### src/rtl/axi_wr_pkg.sv
// Shared AXI4 write-master types and constants for the DDR write path.
package axi_wr_pkg;

  typedef enum logic [1:0] {
    ST_IDLE = 2'd0,
    ST_AW   = 2'd1,
    ST_W    = 2'd2,
    ST_B    = 2'd3
  } wr_state_e;

  localparam logic [1:0]  BURST_INCR = 2'b01;
  localparam logic [1:0]  RESP_OKAY  = 2'b00;
  localparam logic [3:0]  CACHE_DEF  = 4'b0011;
  localparam int unsigned MAX_BEATS  = 256;

  // AXI size encoding (log2 of bytes per beat) for a given data width
  function automatic logic [2:0] axi_size(input int unsigned data_w);
    return 3'($clog2(data_w / 8));
  endfunction

endpackage

### src/rtl/axi_wr_master_if.sv
// AXI4 write-channel bundle (AW, W, B) with master and slave views.
interface axi_wr_master_if #(
  parameter int unsigned DATA_W = 64,
  parameter int unsigned ADDR_W = 32,
  parameter int unsigned ID_W   = 4
);

  logic [ID_W-1:0]     awid;
  logic [ADDR_W-1:0]   awaddr;
  logic [7:0]          awlen;
  logic [2:0]          awsize;
  logic [1:0]          awburst;
  logic                awlock;
  logic [3:0]          awcache;
  logic [2:0]          awprot;
  logic [3:0]          awqos;
  logic                awvalid;
  logic                awready;

  logic [DATA_W-1:0]   wdata;
  logic [DATA_W/8-1:0] wstrb;
  logic                wlast;
  logic                wvalid;
  logic                wready;

  logic [ID_W-1:0]     bid;
  logic [1:0]          bresp;
  logic                bvalid;
  logic                bready;

  modport master (
    output awid, awaddr, awlen, awsize, awburst, awlock, awcache, awprot, awqos, awvalid,
    input  awready,
    output wdata, wstrb, wlast, wvalid,
    input  wready,
    input  bid, bresp, bvalid,
    output bready
  );

  modport slave (
    input  awid, awaddr, awlen, awsize, awburst, awlock, awcache, awprot, awqos, awvalid,
    output awready,
    input  wdata, wstrb, wlast, wvalid,
    output wready,
    output bid, bresp, bvalid,
    input  bready
  );

endinterface

### src/rtl/axi_wr_master.sv
// Single-burst AXI4 write master fed by a FWFT write FIFO (IDLE -> AW -> W -> B).
// Optional BRESP error tracking is enabled by defining AXI_WR_BRESP_CHK_EN.
module axi_wr_master
  import axi_wr_pkg::*;
#(
  parameter int unsigned DATA_W = 64,
  parameter int unsigned ADDR_W = 32,
  parameter int unsigned ID_W   = 4
) (
  input  logic               ui_clk,
  input  logic               ui_rst,
  input  logic               i_wr_burst_req,
  input  logic [ADDR_W-1:0]  i_wr_burst_addr,
  input  logic [9:0]         i_wr_burst_len,
  output logic               o_wr_ready,
  output logic               o_wr_fifo_re,
  input  logic [DATA_W-1:0]  i_wr_fifo_data,
  input  logic               i_wr_fifo_empty,
  output logic               o_wr_burst_finish,
  output logic               o_wr_len_err,
  axi_wr_master_if.master    m_axi
`ifdef AXI_WR_BRESP_CHK_EN
  ,
  output logic               o_wr_resp_err,
  output logic [15:0]        o_wr_resp_err_cnt
`endif
);

  localparam logic [1:0] S_IDLE  = 2'(ST_IDLE);
  localparam logic [1:0] S_AW    = 2'(ST_AW);
  localparam logic [1:0] S_W     = 2'(ST_W);
  localparam logic [1:0] S_B     = 2'(ST_B);
  localparam logic [2:0] AW_SIZE = axi_size(DATA_W);

  logic [1:0]        r_state;
  logic [1:0]        w_state_nxt;
  logic [ADDR_W-1:0] r_awaddr;
  logic [7:0]        r_awlen;
  logic [7:0]        r_beat_cnt;
  logic              r_wr_ready;
  logic              r_awvalid;
  logic              r_bready;
  logic              r_finish;
  logic              r_len_err;

  logic w_len_ok;
  logic w_req_ok;
  logic w_req_bad;
  logic w_aw_hs;
  logic w_wvalid;
  logic w_wlast;
  logic w_w_hs;
  logic w_b_hs;
  logic w_unused;

  assign w_len_ok  = (i_wr_burst_len != 10'd0) && (i_wr_burst_len <= 10'(MAX_BEATS));
  assign w_req_ok  = (r_state == S_IDLE) && i_wr_burst_req && w_len_ok;
  assign w_req_bad = (r_state == S_IDLE) && i_wr_burst_req && !w_len_ok;
  assign w_aw_hs   = r_awvalid & m_axi.awready;
  assign w_wvalid  = (r_state == S_W) & ~i_wr_fifo_empty;
  assign w_wlast   = (r_state == S_W) && (r_beat_cnt == r_awlen);
  assign w_w_hs    = w_wvalid & m_axi.wready;
  assign w_b_hs    = r_bready & m_axi.bvalid;
  assign w_unused  = ^{m_axi.bid, m_axi.bresp};

  // State register
  always_ff @(posedge ui_clk or posedge ui_rst) begin
    if (ui_rst) r_state <= S_IDLE;
    else        r_state <= w_state_nxt;
  end

  // Next-state decode
  always_comb begin
    w_state_nxt = r_state;
    case (r_state)
      S_IDLE:  if (w_req_ok)           w_state_nxt = S_AW;
      S_AW:    if (w_aw_hs)            w_state_nxt = S_W;
      S_W:     if (w_w_hs && w_wlast)  w_state_nxt = S_B;
      S_B:     if (w_b_hs)             w_state_nxt = S_IDLE;
      default:                         w_state_nxt = S_IDLE;
    endcase
  end

  // Registered outputs, request latch and beat counter
  always_ff @(posedge ui_clk or posedge ui_rst) begin
    if (ui_rst) begin
      r_wr_ready <= 1'b1;
      r_awvalid  <= 1'b0;
      r_bready   <= 1'b0;
      r_finish   <= 1'b0;
      r_len_err  <= 1'b0;
      r_awaddr   <= '0;
      r_awlen    <= 8'd0;
      r_beat_cnt <= 8'd0;
    end else begin
      r_wr_ready <= (w_state_nxt == S_IDLE);
      r_awvalid  <= (w_state_nxt == S_AW);
      r_bready   <= (w_state_nxt == S_B);
      r_finish   <= w_b_hs;
      if (w_req_bad) r_len_err <= 1'b1;
      if (w_req_ok) begin
        r_awaddr <= i_wr_burst_addr;
        r_awlen  <= 8'(i_wr_burst_len - 10'd1);
      end
      if (w_aw_hs)     r_beat_cnt <= 8'd0;
      else if (w_w_hs) r_beat_cnt <= r_beat_cnt + 8'd1;
    end
  end

`ifdef AXI_WR_BRESP_CHK_EN
  logic        r_resp_err;
  logic [15:0] r_resp_err_cnt;

  // Sticky error flag and saturating count of non-OKAY write responses
  always_ff @(posedge ui_clk or posedge ui_rst) begin
    if (ui_rst) begin
      r_resp_err     <= 1'b0;
      r_resp_err_cnt <= 16'd0;
    end else if (w_b_hs && (m_axi.bresp != RESP_OKAY)) begin
      r_resp_err <= 1'b1;
      if (r_resp_err_cnt != 16'hFFFF) r_resp_err_cnt <= r_resp_err_cnt + 16'd1;
    end
  end

  assign o_wr_resp_err     = r_resp_err;
  assign o_wr_resp_err_cnt = r_resp_err_cnt;
`endif

  assign o_wr_ready        = r_wr_ready;
  assign o_wr_fifo_re      = w_w_hs;
  assign o_wr_burst_finish = r_finish;
  assign o_wr_len_err      = r_len_err;

  assign m_axi.awid    = '0;
  assign m_axi.awaddr  = r_awaddr;
  assign m_axi.awlen   = r_awlen;
  assign m_axi.awsize  = AW_SIZE;
  assign m_axi.awburst = BURST_INCR;
  assign m_axi.awlock  = 1'b0;
  assign m_axi.awcache = CACHE_DEF;
  assign m_axi.awprot  = 3'd0;
  assign m_axi.awqos   = 4'd0;
  assign m_axi.awvalid = r_awvalid;
  assign m_axi.wdata   = i_wr_fifo_data;
  assign m_axi.wstrb   = '1;
  assign m_axi.wlast   = w_wlast;
  assign m_axi.wvalid  = w_wvalid;
  assign m_axi.bready  = r_bready;

endmodule

### src/flat_wrapper.sv
// flat-port wrapper written by rule: the top's interface ports become plain ports
module axi_wr_master_flat import axi_wr_pkg::*;
#(
  parameter int unsigned DATA_W = 64,
  parameter int unsigned ADDR_W = 32,
  parameter int unsigned ID_W   = 4
)
  (ui_clk, ui_rst, i_wr_burst_req, i_wr_burst_addr, i_wr_burst_len, o_wr_ready, o_wr_fifo_re, i_wr_fifo_data, i_wr_fifo_empty, o_wr_burst_finish, o_wr_len_err, m_axi_awid, m_axi_awaddr, m_axi_awlen, m_axi_awsize, m_axi_awburst, m_axi_awlock, m_axi_awcache, m_axi_awprot, m_axi_awqos, m_axi_awvalid, m_axi_awready, m_axi_wdata, m_axi_wstrb, m_axi_wlast, m_axi_wvalid, m_axi_wready, m_axi_bid, m_axi_bresp, m_axi_bvalid, m_axi_bready);
  axi_wr_master_if #(.DATA_W(DATA_W), .ADDR_W(ADDR_W), .ID_W(ID_W)) m_axi_i ();
  input  logic ui_clk;
  input  logic ui_rst;
  input  logic i_wr_burst_req;
  input  logic [ADDR_W-1:0] i_wr_burst_addr;
  input  logic [9:0] i_wr_burst_len;
  output logic o_wr_ready;
  output logic o_wr_fifo_re;
  input  logic [DATA_W-1:0] i_wr_fifo_data;
  input  logic i_wr_fifo_empty;
  output logic o_wr_burst_finish;
  output logic o_wr_len_err;
  output wire logic [$bits(m_axi_i.awid)-1:0] m_axi_awid;
  output wire logic [$bits(m_axi_i.awaddr)-1:0] m_axi_awaddr;
  output wire logic [$bits(m_axi_i.awlen)-1:0] m_axi_awlen;
  output wire logic [$bits(m_axi_i.awsize)-1:0] m_axi_awsize;
  output wire logic [$bits(m_axi_i.awburst)-1:0] m_axi_awburst;
  output wire logic [$bits(m_axi_i.awlock)-1:0] m_axi_awlock;
  output wire logic [$bits(m_axi_i.awcache)-1:0] m_axi_awcache;
  output wire logic [$bits(m_axi_i.awprot)-1:0] m_axi_awprot;
  output wire logic [$bits(m_axi_i.awqos)-1:0] m_axi_awqos;
  output wire logic [$bits(m_axi_i.awvalid)-1:0] m_axi_awvalid;
  input wire logic [$bits(m_axi_i.awready)-1:0] m_axi_awready;
  output wire logic [$bits(m_axi_i.wdata)-1:0] m_axi_wdata;
  output wire logic [$bits(m_axi_i.wstrb)-1:0] m_axi_wstrb;
  output wire logic [$bits(m_axi_i.wlast)-1:0] m_axi_wlast;
  output wire logic [$bits(m_axi_i.wvalid)-1:0] m_axi_wvalid;
  input wire logic [$bits(m_axi_i.wready)-1:0] m_axi_wready;
  input wire logic [$bits(m_axi_i.bid)-1:0] m_axi_bid;
  input wire logic [$bits(m_axi_i.bresp)-1:0] m_axi_bresp;
  input wire logic [$bits(m_axi_i.bvalid)-1:0] m_axi_bvalid;
  output wire logic [$bits(m_axi_i.bready)-1:0] m_axi_bready;
  assign m_axi_awid = m_axi_i.awid;
  assign m_axi_awaddr = m_axi_i.awaddr;
  assign m_axi_awlen = m_axi_i.awlen;
  assign m_axi_awsize = m_axi_i.awsize;
  assign m_axi_awburst = m_axi_i.awburst;
  assign m_axi_awlock = m_axi_i.awlock;
  assign m_axi_awcache = m_axi_i.awcache;
  assign m_axi_awprot = m_axi_i.awprot;
  assign m_axi_awqos = m_axi_i.awqos;
  assign m_axi_awvalid = m_axi_i.awvalid;
  assign m_axi_i.awready = m_axi_awready;
  assign m_axi_wdata = m_axi_i.wdata;
  assign m_axi_wstrb = m_axi_i.wstrb;
  assign m_axi_wlast = m_axi_i.wlast;
  assign m_axi_wvalid = m_axi_i.wvalid;
  assign m_axi_i.wready = m_axi_wready;
  assign m_axi_i.bid = m_axi_bid;
  assign m_axi_i.bresp = m_axi_bresp;
  assign m_axi_i.bvalid = m_axi_bvalid;
  assign m_axi_bready = m_axi_i.bready;
  axi_wr_master #(.DATA_W(DATA_W), .ADDR_W(ADDR_W), .ID_W(ID_W)) u_core (.ui_clk(ui_clk), .ui_rst(ui_rst), .i_wr_burst_req(i_wr_burst_req), .i_wr_burst_addr(i_wr_burst_addr), .i_wr_burst_len(i_wr_burst_len), .o_wr_ready(o_wr_ready), .o_wr_fifo_re(o_wr_fifo_re), .i_wr_fifo_data(i_wr_fifo_data), .i_wr_fifo_empty(i_wr_fifo_empty), .o_wr_burst_finish(o_wr_burst_finish), .o_wr_len_err(o_wr_len_err), .m_axi(m_axi_i));
endmodule
### config.mk
export PLATFORM = sky130hd
export DESIGN_NAME = axi_wr_master_flat
export DESIGN_NICKNAME = d
export VERILOG_FILES = /design/src/rtl/axi_wr_pkg.sv /design/src/rtl/axi_wr_master_if.sv /design/src/rtl/axi_wr_master.sv /design/src/flat_wrapper.sv
export SDC_FILE = /design/constraint.sdc
export NUM_CORES = 1
export LEC_CHECK = 0
export CORE_MARGIN = 2
export CORE_UTILIZATION = 34
export DETAILED_ROUTE_END_ITERATION = 16
export GPL_TIMING_DRIVEN = 0
export MAX_ROUTING_LAYER = met4
export PLACE_DENSITY = 0.79
export SYNTH_ARGS = -nofsm -noshare
export SYNTH_HDL_FRONTEND = slang
export SYNTH_SLANG_ARGS = --single-unit
### constraint.sdc
create_clock -name ui_clk -period 2.22 [get_ports ui_clk]
set_input_delay 0.444 -clock ui_clk [delete_from_list [all_inputs] [get_ports ui_clk]]
set_output_delay 0.444 -clock ui_clk [all_outputs]
set_load 0.01 [all_outputs]
==> impl_results.md <==
* Cell accounting for the most synthesized area: dfrtp_1
* Layout cells sized above 1 at 0.345
* Slowest CP cell: clkdlybuf4s50_1
* Clock Pin Slew Worst Setup and Hold Paths at 0.10 ns
* Largest delay share family, worst path: simple AND/OR/NAND/NOR gates
* EDFF count, synth at 0
* Chip width at 103 µm
* Initial core utilization at 0.346
* Met3 routed WL at 727 µm
* CP max stage delay at 0.49 ns
* Routed Antenna Nets at 0
* Critical Path Sink Type: flop
* Die height at 103 µm
* Final nets at 602
* Final setup violation count at 0
* Skew-Pair Late Insertion Delay at 0.30 ns
* Actual slew at the worst max-slew pin at 0.615 ns
* Antenna diode count at 0
* H-tree levels at 2
* Final GP Congestion at 0.819
* Most common cell in the netlist: buf_4
* Synthesized area per cell at 12.0 µm²
* Critical Path RT at 2.40 ns
* Detailed Route WL at 8350 µm
* Synth area leaders: dfrtp_1 (40%), buf_4 (21%), mux2_4 (17%)
* Maxcap violations at 0
* Ys Warns at 0
* CP arrival at 2.32 ns
* Layout area overhead at 60.9%
* Drt initial violations at 39
* Flop and latch count out of synthesis at 55
* Vias at 2547
* DRC at 0
* Clock sink count at 55
* Seq/Total Area, Yosys at 0.411
* Ys async rst share at 1.00
* CP Buf/Inv Count at 2
* Vias in the first global route at 2461
* Final global-route overflow total at 0
* Via density at 4.15
* # rows at 36
* Cell Pwr Density at 882 mW/mm²
* Tmin final at 2.14 ns
* Synth top area share at 0.403
* Initial antenna violation count at 0
* Root Driver: clkbuf_8
* DR WL/cell at 13.6 µm
* Post-Syn Instances at 280
* Slew Limit Fails at 0
* Met2 routed WL at 4330 µm
* Core area at 0.00968 mm²
* Post-DP HPWL at 6820 µm
* Worst-path maximum fanout at 10
* Top sig layer: met4
* Commonest cells post-synth: buf_4 (93), dfrtp_1 (54), mux2_4 (39)
* First-pass GRT wire length at 11700 µm
* Outcome: finished, final reports clean
* Hold Crit Class: reg -> reg
* Post-route cell area at 0.00540 mm²
* I/O pin count at 260
* Slew headroom at 0.590
* Port bufs at 160
* Cell Chain, Critical Path: clkdlybuf4s50_1, nor4_4, and3_4, o21a_4, buf_12, mux2_4
* Final TNS setup at 0 ns
* VDD IR-drop max at 379 µV
* CTS tree: done
* Worst Skew at 0.00948 ns
* RSZ-0062 raised after global routing: false
* CTS Buf Count at 5
* Placed inst area at 0.00524 mm²
* Wl on met1 at 3190 µm
* Synth Cell Area at 0.00335 mm²
* Leakage power at 2.50 nW
* Die area at 0.0107 mm²
* Post-CTS Hold Fix Bufs at 0
* Gr usage total at 0.143
* Number of library cell types mapped by synthesis at 40
* Ys flop type: dfrtp_1
* CTS max path bufs at 2
* Fmax at 0.467 GHz
* Final period utilization at 0.965
* Final hold violations at 0
* Largest net degree at the start of global routing at 30
* Crit Path Class: in -> reg
* TritonRoute pass-1 iters at 4
* CP Launch Type: primary input
[area by class of cell]
type                       count  area [µm²]
buffer                        99         790
clock buffer                   7        76.3
clock inverter                 1        7.51
fill                         835        4290
inverter                       6        22.5
multi-input combinational    147        1300
sequential                    55        1380
tap                          133         166
timing repair buffer         166        1660
[through the flow]
step / cells / hold slack, ns / total power [mW] / utilization / setup WS, ns
4_1_cts: 614 / 0.499 / 4.79 / 0.556 / 0.0376
5_1_grt: 614 / 0.522 / 5.04 / 0.557 / 0.00102
3_3_place_gp: 600 / 0.484 / 4.09 / 0.539 / -0.602
3_5_place_dp: 601 / 0.476 / 4.16 / 0.541 / -0.513
6_report: 614 / 0.496 / 4.76 / 0.557 / 0.0775
2_1_floorplan: 307 / 0.512 / 2.94 / - / 0.323
[path summary, 6_finish.rpt]
check                      slack [ns]                            start  depth (start not counted)                             endpoint
max                              0.08                i_wr_burst_len[4]                          6  u_core.m_axi.awaddr[30]$_DFFE_PP0P_
min                              0.50  u_core.o_wr_len_err$_DFFE_PP0P_                          1      u_core.o_wr_len_err$_DFFE_PP0P_
max reg2reg                      0.32      u_core.r_state[0]$_DFF_PP0_                          5  u_core.m_axi.awaddr[30]$_DFFE_PP0P_
min reg2reg                      0.50  u_core.o_wr_len_err$_DFFE_PP0P_                          1      u_core.o_wr_len_err$_DFFE_PP0P_
max in group asynchronous        1.11                           ui_rst                          3     u_core.r_beat_cnt[0]$_DFFE_PP0P_
min in group asynchronous        0.54                           ui_rst                          2  u_core.m_axi.awaddr[22]$_DFFE_PP0P_
[logic make-up after synthesis]
family / count (synthesis) / synth area share
xor+xnor: 19 / 0.0496
flops: 55 / 0.411
mux: 42 / 0.184
fa+ha+maj: 3 / 0.0112
other cells: 2 / 0.00224
buf+inv: 105 / 0.241
compound gates: 14 / 0.0287
simple gates: 40 / 0.0727
[registers in the layout, indices dropped and copies added (netlist names)]
name	cells
u_core.m_axi.awaddr	32
u_core.m_axi.awlen	8
u_core.m_axi.awvalid	1
u_core.m_axi.bready	1
u_core.o_wr_burst_finish	1
u_core.o_wr_len_err	1
u_core.o_wr_ready	1
u_core.r_beat_cnt	8
u_core.r_state	2
[worst reg2reg max path: stages (launching register included)]
cell and delay, ns:
dfrtp_2 0.42, buf_4 0.16, nor4b_1 0.44, o21a_4 0.29
buf_12 0.17, mux2_4 0.31
[cell usage in the layout, fill, tap and decap left out, drive strengths merged]
master / count
clkinvlp: 1
dfstp: 1
o21a: 2
xnor2: 6
o211ai: 1
and2: 2
o21ai: 4
buf: 104
dlygate4sd2: 2
nor2: 10
nor4: 2
dfrtp: 54
xor2: 13
mux2i: 3
or3: 2
o22ai: 1
inv: 6
o21bai: 1
clkdlybuf4s50: 158
a21oi: 4
nor4b: 1
nor3b: 2
clkbuf: 8
and3: 3
nand4: 4
conb: 29
nand2: 9
ha: 3
nand2b: 2
mux2: 39
nor3: 3
a31o: 1
[repair_timing]
action	4_1_cts	5_1_grt
endpoints found under the setup margin	42	28
setup buffers	5	0
pin swaps	1	1
resized for setup	8	3
[layer usage]
metal	global-route usage	vias to the layer above
li1	-	1200
met1	0.163	1196
met2	0.252	145
met3	0.0329	6
met4	0.0425	0
met5	-	-
[power by group]
part | switching [mW] | internal, mW
combinational | 0.876 | 1.62
sequential | 0.290 | 1.44
clock | 0.314 | 0.224
Power figures use the tool's default switching activity.
